$ cat src/rtl/apb_master_arbiter.sv
// Round-robin front end that shares one APB master command port among NUM_REQ requesters.
// One transaction in flight at a time: IDLE -> ISSUE -> WAIT -> RESP, with a WAIT-state watchdog.
module apb_master_arbiter #(
  parameter int NUM_REQ    = 4,
  parameter int ADDR_WIDTH = 32,
  parameter int DATA_WIDTH = 32,
  parameter int TIMEOUT    = 256
) (
  input  logic                              PCLK,
  input  logic                              PRESET,
  input  logic [NUM_REQ-1:0]                req_valid,
  input  logic [NUM_REQ-1:0]                req_write,
  input  logic [NUM_REQ*ADDR_WIDTH-1:0]     req_addr,
  input  logic [NUM_REQ*DATA_WIDTH-1:0]     req_wdata,
  input  logic [NUM_REQ*DATA_WIDTH/8-1:0]   req_strb,
  output logic [NUM_REQ-1:0]                req_ready,
  output logic [NUM_REQ-1:0]                rsp_valid,
  output logic [DATA_WIDTH-1:0]             rsp_rdata,
  output logic                              rsp_error,
  output logic                              transfer,
  output logic                              write_read,
  output logic [ADDR_WIDTH-1:0]             addr_in,
  output logic [DATA_WIDTH-1:0]             wdata_in,
  output logic [DATA_WIDTH/8-1:0]           strb_in,
  input  logic                              transfer_done,
  input  logic [DATA_WIDTH-1:0]             rdata_out,
  input  logic                              error,
  output logic [1:0]                        dbg_state_o,
  output logic [$clog2(NUM_REQ)-1:0]        dbg_rr_ptr_o
);

  localparam int IW  = $clog2(NUM_REQ);
  localparam int SW  = DATA_WIDTH / 8;
  localparam int WDW = (TIMEOUT > 1) ? $clog2(TIMEOUT) : 1;
  localparam logic [WDW-1:0] WD_LAST = WDW'((TIMEOUT > 0) ? TIMEOUT - 1 : 0);

  typedef enum logic [1:0] {S_IDLE, S_ISSUE, S_WAIT, S_RESP} state_t;

  state_t                  state_q, state_d;
  logic [IW-1:0]           rr_ptr_q, rr_ptr_d;
  logic [IW-1:0]           grant_q, grant_d;
  logic                    wr_q, wr_d;
  logic [ADDR_WIDTH-1:0]   addr_q, addr_d;
  logic [DATA_WIDTH-1:0]   wdata_q, wdata_d;
  logic [SW-1:0]           strb_q, strb_d;
  logic                    xfer_q, xfer_d;
  logic [DATA_WIDTH-1:0]   rdata_q, rdata_d;
  logic                    err_q, err_d;
  logic [WDW-1:0]          wdog_q, wdog_d;
  logic [IW-1:0]           win_idx;
  logic                    any_valid;
  logic                    wd_expired;

  // Winner is the first valid requester at or after rr_ptr; lower k overrides, so rr_ptr ranks highest.
  always_comb begin
    int idx;
    idx       = 0;
    win_idx   = '0;
    any_valid = |req_valid;
    for (int k = NUM_REQ - 1; k >= 0; k--) begin
      idx = int'(rr_ptr_q) + k;
      if (idx >= NUM_REQ) idx = idx - NUM_REQ;
      if (req_valid[idx]) win_idx = IW'(idx);
    end
  end

  assign wd_expired = (TIMEOUT != 0) && (wdog_q == WD_LAST);

  // Handshake: a command is accepted in the cycle where req_valid[i] && req_ready[i]; ready is only
  // ever raised in IDLE, for the single round-robin winner, and requesters hold payload until then.
  always_comb begin
    state_d   = state_q;
    rr_ptr_d  = rr_ptr_q;
    grant_d   = grant_q;
    wr_d      = wr_q;
    addr_d    = addr_q;
    wdata_d   = wdata_q;
    strb_d    = strb_q;
    xfer_d    = 1'b0;
    rdata_d   = rdata_q;
    err_d     = err_q;
    wdog_d    = wdog_q;
    req_ready = '0;
    rsp_valid = '0;
    case (state_q)
      S_IDLE: begin
        if (any_valid) begin
          req_ready[win_idx] = 1'b1;
          grant_d = win_idx;
          wr_d    = req_write[win_idx];
          addr_d  = req_addr[win_idx*ADDR_WIDTH +: ADDR_WIDTH];
          wdata_d = req_wdata[win_idx*DATA_WIDTH +: DATA_WIDTH];
          strb_d  = req_write[win_idx] ? req_strb[win_idx*SW +: SW] : '0;
          xfer_d  = 1'b1;
          state_d = S_ISSUE;
        end
      end
      S_ISSUE: state_d = S_WAIT;
      S_WAIT: begin
        if (TIMEOUT != 0) wdog_d = wdog_q + 1'b1;
        // A completion in the same cycle as expiry still delivers the slave's result.
        if (transfer_done) begin
          rdata_d = wr_q ? '0 : rdata_out;
          err_d   = error;
          state_d = S_RESP;
        end else if (wd_expired) begin
          rdata_d = '0;
          err_d   = 1'b1;
          state_d = S_RESP;
        end
      end
      S_RESP: begin
        rsp_valid[grant_q] = 1'b1;
        rr_ptr_d = (grant_q == IW'(NUM_REQ - 1)) ? '0 : grant_q + 1'b1;
        wdog_d   = '0;
        wr_d     = 1'b0;
        addr_d   = '0;
        wdata_d  = '0;
        strb_d   = '0;
        rdata_d  = '0;
        err_d    = 1'b0;
        state_d  = S_IDLE;
      end
      default: state_d = S_IDLE;
    endcase
    if (PRESET) req_ready = '0;
  end

  always_ff @(posedge PCLK or posedge PRESET) begin
    if (PRESET) begin
      state_q  <= S_IDLE;
      rr_ptr_q <= '0;
      grant_q  <= '0;
      wr_q     <= 1'b0;
      addr_q   <= '0;
      wdata_q  <= '0;
      strb_q   <= '0;
      xfer_q   <= 1'b0;
      rdata_q  <= '0;
      err_q    <= 1'b0;
      wdog_q   <= '0;
    end else begin
      state_q  <= state_d;
      rr_ptr_q <= rr_ptr_d;
      grant_q  <= grant_d;
      wr_q     <= wr_d;
      addr_q   <= addr_d;
      wdata_q  <= wdata_d;
      strb_q   <= strb_d;
      xfer_q   <= xfer_d;
      rdata_q  <= rdata_d;
      err_q    <= err_d;
      wdog_q   <= wdog_d;
    end
  end

  assign transfer     = xfer_q;
  assign write_read   = wr_q;
  assign addr_in      = addr_q;
  assign wdata_in     = wdata_q;
  assign strb_in      = strb_q;
  assign rsp_rdata    = rdata_q;
  assign rsp_error    = err_q;
  assign dbg_state_o  = state_q;
  assign dbg_rr_ptr_o = rr_ptr_q;

endmodule
$ cat config.mk
export PLATFORM = sky130hd
export DESIGN_NAME = apb_master_arbiter
export DESIGN_NICKNAME = d
export VERILOG_FILES = /design/src/rtl/apb_master_arbiter.sv
export SDC_FILE = /design/constraint.sdc
export NUM_CORES = 1
export LEC_CHECK = 0
export ABC_AREA = 1
export BUFFER_PORTS_ARGS = -buffer_cell sky130_fd_sc_hd__buf_2
export CAP_MARGIN = 20
export CORE_AREA = 2 2 166 168
export DETAILED_ROUTE_END_ITERATION = 8
export DIE_AREA = 0 0 168 170
export PLACE_DENSITY = 0.63
export SYNTH_ARGS = -nofsm -noshare
export SYNTH_HDL_FRONTEND = slang
export SYNTH_SLANG_ARGS = --single-unit
$ cat constraint.sdc
create_clock -name PCLK -period 6 [get_ports PCLK]
set_input_delay 0.9 -clock PCLK [delete_from_list [all_inputs] [get_ports PCLK]]
set_output_delay 0.9 -clock PCLK [all_outputs]
set_load 0.01 [all_outputs]
==> flow_metrics.py, run 1 <==
metrics = {
    "clocking": {
        "cts.clk_slew.worst_paths_ns": 0.06,
        "cts_setup_buffers": 0,
        "cts_resized": 0,
        "root_buffer": "clkbuf_16",
        "clk_latency_ns": 0.42,
        "postCtsHoldBufs": 0,
        "tritoncts": "built",
        "cts.sinks": 117,
        "htreeDepth": 4,
        "clk_path_buf_depth": 2,
        "numCtsBuffers": 17,
    },
    "floorplan": {
        "dieArea_um2": 28600,
        "die_h_um": 170,
        "start_util": 0.286,
        "std_cell_rows": 60,
        "pin_count": 431,
        "core_um2": 26700,
        "die_w_um": 168,
    },
    "setup_path": {
        "required_ns": 5.10,
        "r2r.worst_path.cells": 15,
        "cpPeakStageDelay_ns": 0.61,
        "r2r-end": "addr_in[7]",
        "critPathArrivalTime_ns": 3.18,
        "cp_slowest_cell": "dfrtp_1",
        "worstPathCellList": "inv_1, nand2_1, nand3_1, nand2_1, inv_2, nand3_4, nand2_8, inv_2, nand3_1, nor2_1, buf_2",
        "reg2reg_from": "dbg_rr_ptr_o[0]",
        "rrSetupSlack_ns": 2.50,
        "criticalPathCategory": "flop to output port",
        "crit_family": "simple AND/OR/NAND/NOR gates",
        "cp_max_fo": 92,
        "startpoint_type": "flop",
        "critPathBufInv": 4,
        "critPathCaptureType": "output port",
    },
    "routing": {
        "ant_nets": 0,
        "avgViaCountPerCell": 4.49,
        "via_count": 8673,
        "wire_per_inst_um": 14.5,
        "dr.first_iter.drc_count": 359,
        "drt_wl_total_mm": 28.0,
        "drcViolationCount": 0,
        "first_pass_iters": 5,
    },
    "finish": {
        "fillers": 2852,
        "design_area_um2": 10600,
        "final_cell_mix": "nand2_1, buf_2, inv_1, dfrtp_1, o211ai_1",
        "final_common_cell": "nand2_1",
        "drive_gt1_frac": 0.308,
        "nets": 1898,
        "area_growth_pct": 38.6,
    },
    "sta": {
        "max_freq_mhz": 245,
        "fin_crit_sh": 0.680,
        "tns_ns": 0,
        "slew_headroom": 0.295,
        "hold_viol_final": 0,
        "rsz0062_at_grt": "false",
        "finalMaxSlewViolations": 0,
        "finalSetupViolCount": 0,
        "fin_crit_ns": 4.08,
        "tightest_slew_ns": 1.06,
        "fin_worst_skew_ns": 0.0111,
    },
    "outcome": {
        "outcome": "finished, final reports clean",
    },
    "grt": {
        "grt_pass1_wl_mm": 43.5,
        "grt_pass1_vias": 8240,
        "grt_use_total": 0.194,
        "grt-ovfl-total": 0,
        "grt_start_max_net_pins": 114,
        "antenna_found_initial": 9,
    },
    "hold_path": {
        "min_path_cells": 2,
        "min_to": "wdata_in[12]",
        "hold_class": "flop to flop",
        "min_from": "wdata_in[12]",
    },
    "synthesis": {
        "syn_nets": 1510,
        "synth.avg_cell_area_um2": 6.42,
        "synth_seq_area_share": 0.385,
        "muxShareOfSynthArea": 0,
        "ys_seq_elements": 117,
        "yosys.area_share.simple": 0.380,
        "synthCells": 1185,
        "syn_area_um2": 7610,
        "synth_compound_area_frac": 0.102,
        "synth_top_family_by_area": "simple AND/OR/NAND/NOR gates",
        "ys_warn_count": 0,
        "synth_xor_area_frac": 0.00230,
        "synth_cell_types": 31,
        "synth_fa_ha_area_frac": 0.0148,
    },
    "placed_design": {
        "placed_area_um2": 9930,
        "place_congestion": 0.829,
        "hpwl_mm": 20.8,
        "portBuffers": 430,
    },
    "power_and_ir_drop": {
        "ir_worst_vdd_mv": 0.316,
        "p_leak_nw": 6.41,
        "powerDensity_nw_per_um2": 578,
        "finalPower_mw": 6.10,
    },
    "job": {
        "maxCapViolations": 0,
    },
}
## cells in the mapped netlist (all sizes together)
library cell | n | area, µm²
nand3 | 56 | 298
nand2 | 649 | 2450
o211ai | 64 | 490
xnor2 | 2 | 17.5
nor4 | 4 | 25.0
a21oi | 9 | 48.8
dfrtp | 117 | 2930
clkbuf | 24 | 90.1
o2111ai | 1 | 8.76
nor3 | 6 | 30.0
buf | 46 | 288
nand4 | 1 | 6.26
a31oi | 1 | 6.26
o21ai | 44 | 224
inv | 134 | 503
nor2 | 13 | 48.8
clkinv | 1 | 3.75
nand3b | 4 | 30.0
ha | 9 | 113
## report_power, final
part           leakage (nW)  internal [mW]  switching (mW)  total, mW
logic                  4.57           1.18            2.57       3.76
clock network         0.297          0.664           0.425       1.09
registers              1.55           1.08           0.167       1.25
## worst max-delay path by stage
stage	startpoint	endpoint	slack, ns	cells after the start
global placement	req_valid[1]	req_ready[2]	2.01	13
detailed placement	req_valid[1]	req_ready[0]	1.92	13
finish	dbg_rr_ptr_o[0]	req_ready[0]	1.92	11
CTS	dbg_rr_ptr_o[0]	req_ready[0]	1.84	11
global route	dbg_rr_ptr_o[0]	req_ready[3]	1.57	11
floorplan	PRESET	req_ready[0]	1.21	3
## sequential cells by signal (all words and copies together), names as in the netlist, 2 cells and up
register / cells
addr_in: 32
rsp_rdata: 32
wdata_in: 32
wdog_q: 8
strb_in: 4
dbg_rr_ptr_o: 2
dbg_state_o: 2
grant_q: 2
## stage by stage
step	instances	setup slack, ns	hold slack, ns	util
detailed placement	1895	1.92	0.460	0.372
global placement	1895	2.01	0.459	0.372
floorplan	1185	1.21	0.455	-
global route	1929	1.57	0.490	0.396
CTS	1927	1.84	0.477	0.396
finish	1931	1.92	0.474	0.396
## kinds of logic (layout without fill, tap and decap cells)
| group | after synthesis | after routing |
|---|---|---|
| AO/OA/AOI/OAI | 119 | 119 |
| XOR/XNOR | 2 | 2 |
| adder cells (fa/ha/maj) | 9 | 9 |
| buffers and inverters | 205 | 606 |
| flip-flops | 117 | 117 |
| other | 0 | 4 |
| AND/OR/NAND/NOR | 733 | 733 |
## layer usage
| metal | wire, µm | vias up | track usage |
|---|---|---|---|
| met1 | 11300 | 3856 | 0.224 |
| met2 | 13900 | 308 | 0.350 |
| met4 | 664 | 10 | 0.0673 |
| li1 | - | 4454 | - |
| met5 | 61 | - | 0 |
| met3 | 2010 | 45 | 0.0493 |
## final cells by class
class	instances	area [µm²]	area share
clock inverter	15	191	0.0181
multi-input combinational	863	3840	0.364
clock buffer	17	425	0.0403
antenna	4	10.0	0.000948
tap	341	427	0.0404
sequential	117	2930	0.277
inverter	135	509	0.0483
timing repair buffer	439	2220	0.210
## worst reg2reg max path: cells and delay by family, from the launching register on
kind / cells / cell delay, ns
and+or+nand+nor: 11 / 1.50
DFF: 1 / 0.61
buffers and inverters: 4 / 1.33
(Power assumes the default switching activity.)
==> inputs of run 2 (changes only) <==
Settings changed: PLACE_DENSITY 0.63 to 0.65.
Clock period 6 ns to 3.4 ns, I/O delays scaled along.
==> flow_metrics.py, run 2 (same netlist as run 1, synthesis figures left out) <==
metrics = {
    "outcome": {
        "outcome": "finished, final reports clean",
    },
    "finish": {
        "drive_gt1_frac": 0.311,
        "final_cell_mix": "nand2_1, buf_2, inv_1, dfrtp_1, o211ai_1",
        "nets": 1902,
        "area_growth_pct": 39.8,
        "multi_input_area_um2": 3840,
        "final_common_cell": "nand2_1",
        "fin_util": 0.399,
        "fillers": 2869,
        "register_area_um2": 2930,
        "design_area_um2": 10600,
    },
    "power_and_ir_drop": {
        "finalPower_mw": 10.8,
        "powerDensity_nw_per_um2": 1020,
        "p_leak_nw": 6.44,
        "ir_worst_vdd_mv": 0.754,
    },
    "clocking": {
        "cts.clk_slew.worst_paths_ns": 0.07,
        "tritoncts": "built",
        "root_buffer": "clkbuf_16",
        "htreeDepth": 4,
        "cts_setup_buffers": 0,
        "numCtsBuffers": 17,
        "cts.sinks": 117,
        "clk_path_buf_depth": 2,
        "clk_latency_ns": 0.41,
    },
    "routing": {
        "wl_met3_mm": 2.03,
        "routed.top_layer": "met5",
        "first_pass_iters": 5,
        "avgViaCountPerCell": 4.51,
        "met2_wirelength_mm": 13.8,
        "wire_per_inst_um": 14.4,
        "ant_nets": 0,
        "met1_length_mm": 11.4,
        "drt_wl_total_mm": 28.1,
        "dr.first_iter.drc_count": 391,
        "drcViolationCount": 0,
        "via_count": 8762,
    },
    "floorplan": {
        "dieArea_um2": 28600,
        "std_cell_rows": 60,
        "die_h_um": 170,
        "start_util": 0.286,
        "pin_count": 431,
        "die_w_um": 168,
        "core_um2": 26700,
    },
    "setup_path": {
        "criticalPathCategory": "flop to output port",
        "rrSetupSlack_ns": 0.90,
        "required_ns": 2.89,
        "r2r.worst_path.cells": 16,
        "critPathArrivalTime_ns": 2.57,
        "r2r-end": "addr_in[8]",
        "critPathCaptureType": "output port",
        "startpoint_type": "flop",
        "reg2reg_from": "dbg_rr_ptr_o[0]",
        "cp_max_fo": 14,
    },
    "sta": {
        "finalMaxSlewViolations": 0,
        "fin_worst_skew_ns": 0.0147,
        "slew_headroom": 0.573,
        "max_freq_mhz": 325,
        "tightest_slew_ns": 0.641,
        "finalSetupViolCount": 0,
        "hold_viol_final": 0,
        "fin_crit_sh": 0.905,
        "rsz0062_at_grt": "false",
        "fin_crit_ns": 3.08,
        "holdWs_ns": 0.333,
        "tns_ns": 0,
    },
    "grt": {
        "grt_pass1_vias": 8276,
        "grt_pass1_wl_mm": 43.5,
        "antenna_found_initial": 16,
        "grt_use_total": 0.195,
        "grt_start_max_net_pins": 118,
        "grt-ovfl-total": 0,
    },
    "hold_path": {
        "hold_class": "input pin to asynchronous set/reset pin",
    },
    "placed_design": {
        "portBuffers": 430,
        "placed_area_um2": 10000,
        "place_congestion": 0.894,
        "hpwl_mm": 21.4,
    },
    "job": {
        "maxCapViolations": 0,
    },
}
-- run 2: changes by cell type in the layout (fill, tap and decap cells not counted), sizes merged --
cell      before  now
diode          4   12
buf          439  443
inv          141  137
clkinv         4    7
bufinv         3    2
clkbuf        17   18
clkinvlp       2    3
-- run 2: repair_timing --
item                       CTS  global route
setup endpoints to repair    0             1
hold buffers                 0             0
resized for setup            0             1
hold endpoints to repair     0             0
-- run 2: routing by layer --
metal	vias up	track usage
met1	3924	0.220
met2	321	0.349
met5	-	0
met4	8	0.0688
li1	4464	-
met3	45	0.0586
-- run 2: worst max-delay path by stage --
stage | startpoint | to | slack [ns] | depth (start not counted)
CTS | dbg_rr_ptr_o[0] | req_ready[1] | 0.22 | 11
global placement | dbg_rr_ptr_o[0] | req_ready[3] | 0.74 | 11
global route | dbg_rr_ptr_o[0] | req_ready[1] | 0.12 | 8
finish | dbg_rr_ptr_o[0] | req_ready[1] | 0.32 | 8
detailed placement | req_valid[1] | req_ready[1] | 0.66 | 10
floorplan | PRESET | req_ready[0] | 0.23 | 3
-- run 2: cell type report --
type / count / share of cell area
antenna: 12 / 0.00282
clock buffer: 18 / 0.0413
clock inverter: 14 / 0.0142
inverter: 135 / 0.0480
multi-input combinational: 863 / 0.361
sequential: 117 / 0.275
tap: 341 / 0.0401
timing repair buffer: 443 / 0.217
-- run 2: metrics by stage --
step	std cells	setup WS [ns]
final	1943	0.322
after global routing	1936	0.124
after CTS	1931	0.217
after detailed placement	1899	0.655
after global placement	1899	0.738
after floorplan	1185	0.229
-- run 2: power breakdown --
| group | switching [mW] | internal (mW) |
|---|---|---|
| Clock | 0.727 | 1.11 |
| Sequential | 0.303 | 1.91 |
| Combinational | 4.56 | 2.23 |
-- run 2: worst max-delay path, cell delays in order, from the launching register on --
cell and delay, ns:
dfrtp_2 0.50, o21ai_0 0.25, nand2_1 0.12, nand3_1 0.10
nand2_1 0.09, o21ai_4 0.35, inv_2 0.23, nor4_1 0.31
buf_2 0.20
==> inputs of run 3 (changes only) <==
Settings changed: RECOVER_POWER from default to 50.
==> flow_metrics.py, run 3 (same netlist as run 1, synthesis figures left out) <==
metrics = {
    "outcome": {
        "outcome": "finished, violations left",
        "failed_checks": "max-capacitance violations, max-slew violations",
    },
    "sta": {
        "finalSetupViolCount": 0,
        "fin_worst_skew_ns": 0.0152,
        "rsz0062_at_grt": "false",
        "finalMaxSlewViolations": 118,
        "tightest_slew_ns": 1.64,
        "worst_slack_ns": 0.327,
        "hold_viol_final": 0,
        "fin_crit_ns": 3.07,
        "slew_headroom": -0.0966,
        "max_freq_mhz": 325,
        "tns_ns": 0,
        "fin_crit_sh": 0.904,
    },
    "floorplan": {
        "pin_count": 431,
        "dieArea_um2": 28600,
        "die_h_um": 170,
        "start_util": 0.286,
        "core_um2": 26700,
        "std_cell_rows": 60,
        "die_w_um": 168,
    },
    "clocking": {
        "postCtsHoldBufs": 0,
        "cts.clk_slew.worst_paths_ns": 0.07,
        "cts.sinks": 117,
        "clk_path_buf_depth": 2,
        "tritoncts": "built",
        "htreeDepth": 4,
        "clk_latency_ns": 0.41,
        "numCtsBuffers": 17,
        "root_buffer": "clkbuf_16",
    },
    "power_and_ir_drop": {
        "switchingPower_mw": 5.62,
        "seqPwrFrac": 0.206,
        "powerDensity_nw_per_um2": 1020,
        "swShare": 0.520,
        "p_leak_nw": 6.22,
        "p_comb_frac": 0.624,
        "ir_worst_vdd_mv": 0.754,
        "intPower_mw": 5.19,
        "clkPwrFrac": 0.170,
    },
    "routing": {
        "ant_nets": 0,
        "via_count": 8788,
        "avgViaCountPerCell": 4.52,
        "wire_per_inst_um": 14.5,
        "drt_wl_total_mm": 28.2,
        "dr.first_iter.drc_count": 360,
        "first_pass_iters": 5,
        "drcViolationCount": 0,
    },
    "finish": {
        "register_area_um2": 2930,
        "fillers": 2905,
        "area_growth_pct": 38.7,
        "multi_input_area_um2": 3840,
        "final_common_cell": "nand2_1",
        "final_cell_mix": "nand2_1, buf_2, inv_1, dfrtp_1, o211ai_1",
        "drive_gt1_frac": 0.276,
        "nets": 1902,
    },
    "hold_path": {
        "hold_class": "input pin to flop",
    },
    "placed_design": {
        "place_ws_ns": 0.655,
        "hpwl_mm": 21.4,
        "portBuffers": 430,
        "place_congestion": 0.894,
    },
    "grt": {
        "grt-ovfl-total": 0,
        "grt_pass1_vias": 8276,
        "antenna_found_initial": 16,
        "grt_start_max_net_pins": 118,
        "grt_pass1_wl_mm": 43.5,
        "grt_use_total": 0.195,
    },
    "job": {
        "maxCapViolations": 1,
    },
    "setup_path": {
        "critPathArrivalTime_ns": 2.56,
        "cp_max_fo": 14,
        "startpoint_type": "flop",
        "criticalPathCategory": "flop to output port",
        "required_ns": 2.89,
        "critPathCaptureType": "output port",
    },
}
==> run 3: changes by cell type in the layout (fill, tap and decap cells not counted) <==
cell,previous run,this run
clkbuf_1,0,55
clkbuf_4,0,1
buf_2,430,375
clkinvlp_2,0,1
clkinvlp_4,3,2
buf_12,5,4
==> run 3: worst max-delay path, cell delays in order, from the launching register on <==
cell and delay (ns):
dfrtp_2 0.50, xnor2_1 0.25, nand2_1 0.12, nand3_1 0.10, nand2_1 0.09, o21ai_4 0.35
inv_2 0.23, nor4_1 0.31, buf_2 0.20
==> run 3: power groups by stage <==
stage,logic (mW),clock network (mW),registers (mW)
4_1_cts,6.91,1.89,2.22
2_1_floorplan,4.78,0,2.41
3_5_place_dp,6.88,0,2.23
5_1_grt,7.70,1.96,2.29
6_report,6.74,1.83,2.23
3_3_place_gp,6.81,0,2.22
==> run 3: area by class of cell <==
class / instances / share of cell area
sequential: 117 / 0.277
inverter: 135 / 0.0481
clock buffer: 18 / 0.0416
antenna: 12 / 0.00284
multi-input combinational: 863 / 0.364
tap: 341 / 0.0404
timing repair buffer: 443 / 0.211
clock inverter: 14 / 0.0143
==> run 3: metal layers <==
layer	vias to the layer above	wire (µm)	track usage
li1	4465	-	-
met1	3927	11400	0.220
met2	343	13900	0.349
met3	45	2110	0.0586
met4	8	727	0.0688
met5	-	55	0
==> run 3: what timing repair did <==
action | CTS | global route
setup buffers | 0 | 0
endpoints found under the setup margin | 0 | 1
resized for setup | 0 | 1
==> run 3: worst paths after layout <==
path	cells past startpoint	from	slack, ns	end
worst max register to register	16	dbg_rr_ptr_o[0]	0.89	addr_in[8]
max in group asynchronous	3	PRESET	1.54	dbg_rr_ptr_o[0]
worst min-delay path	3	rdata_out[1]	0.34	rsp_rdata[1]
min in group asynchronous	3	PRESET	0.79	grant_q[1]
worst min register to register	2	addr_in[18]	0.47	addr_in[18]
worst max-delay path	8	dbg_rr_ptr_o[0]	0.33	req_ready[1]
==> run 3: per-stage QoR <==
stage                      util  total power, mW  hold slack [ns]  instance area, µm²  instances
after floorplan               -             7.19            0.455                7620       1185
after global placement    0.376             9.03            0.457               10000       1899
after detailed placement  0.376             9.11            0.460               10000       1899
after CTS                 0.398             11.0            0.321               10600       1931
after global routing      0.396             11.9            0.338               10500       1936
final                     0.396             10.8            0.335               10600       1943
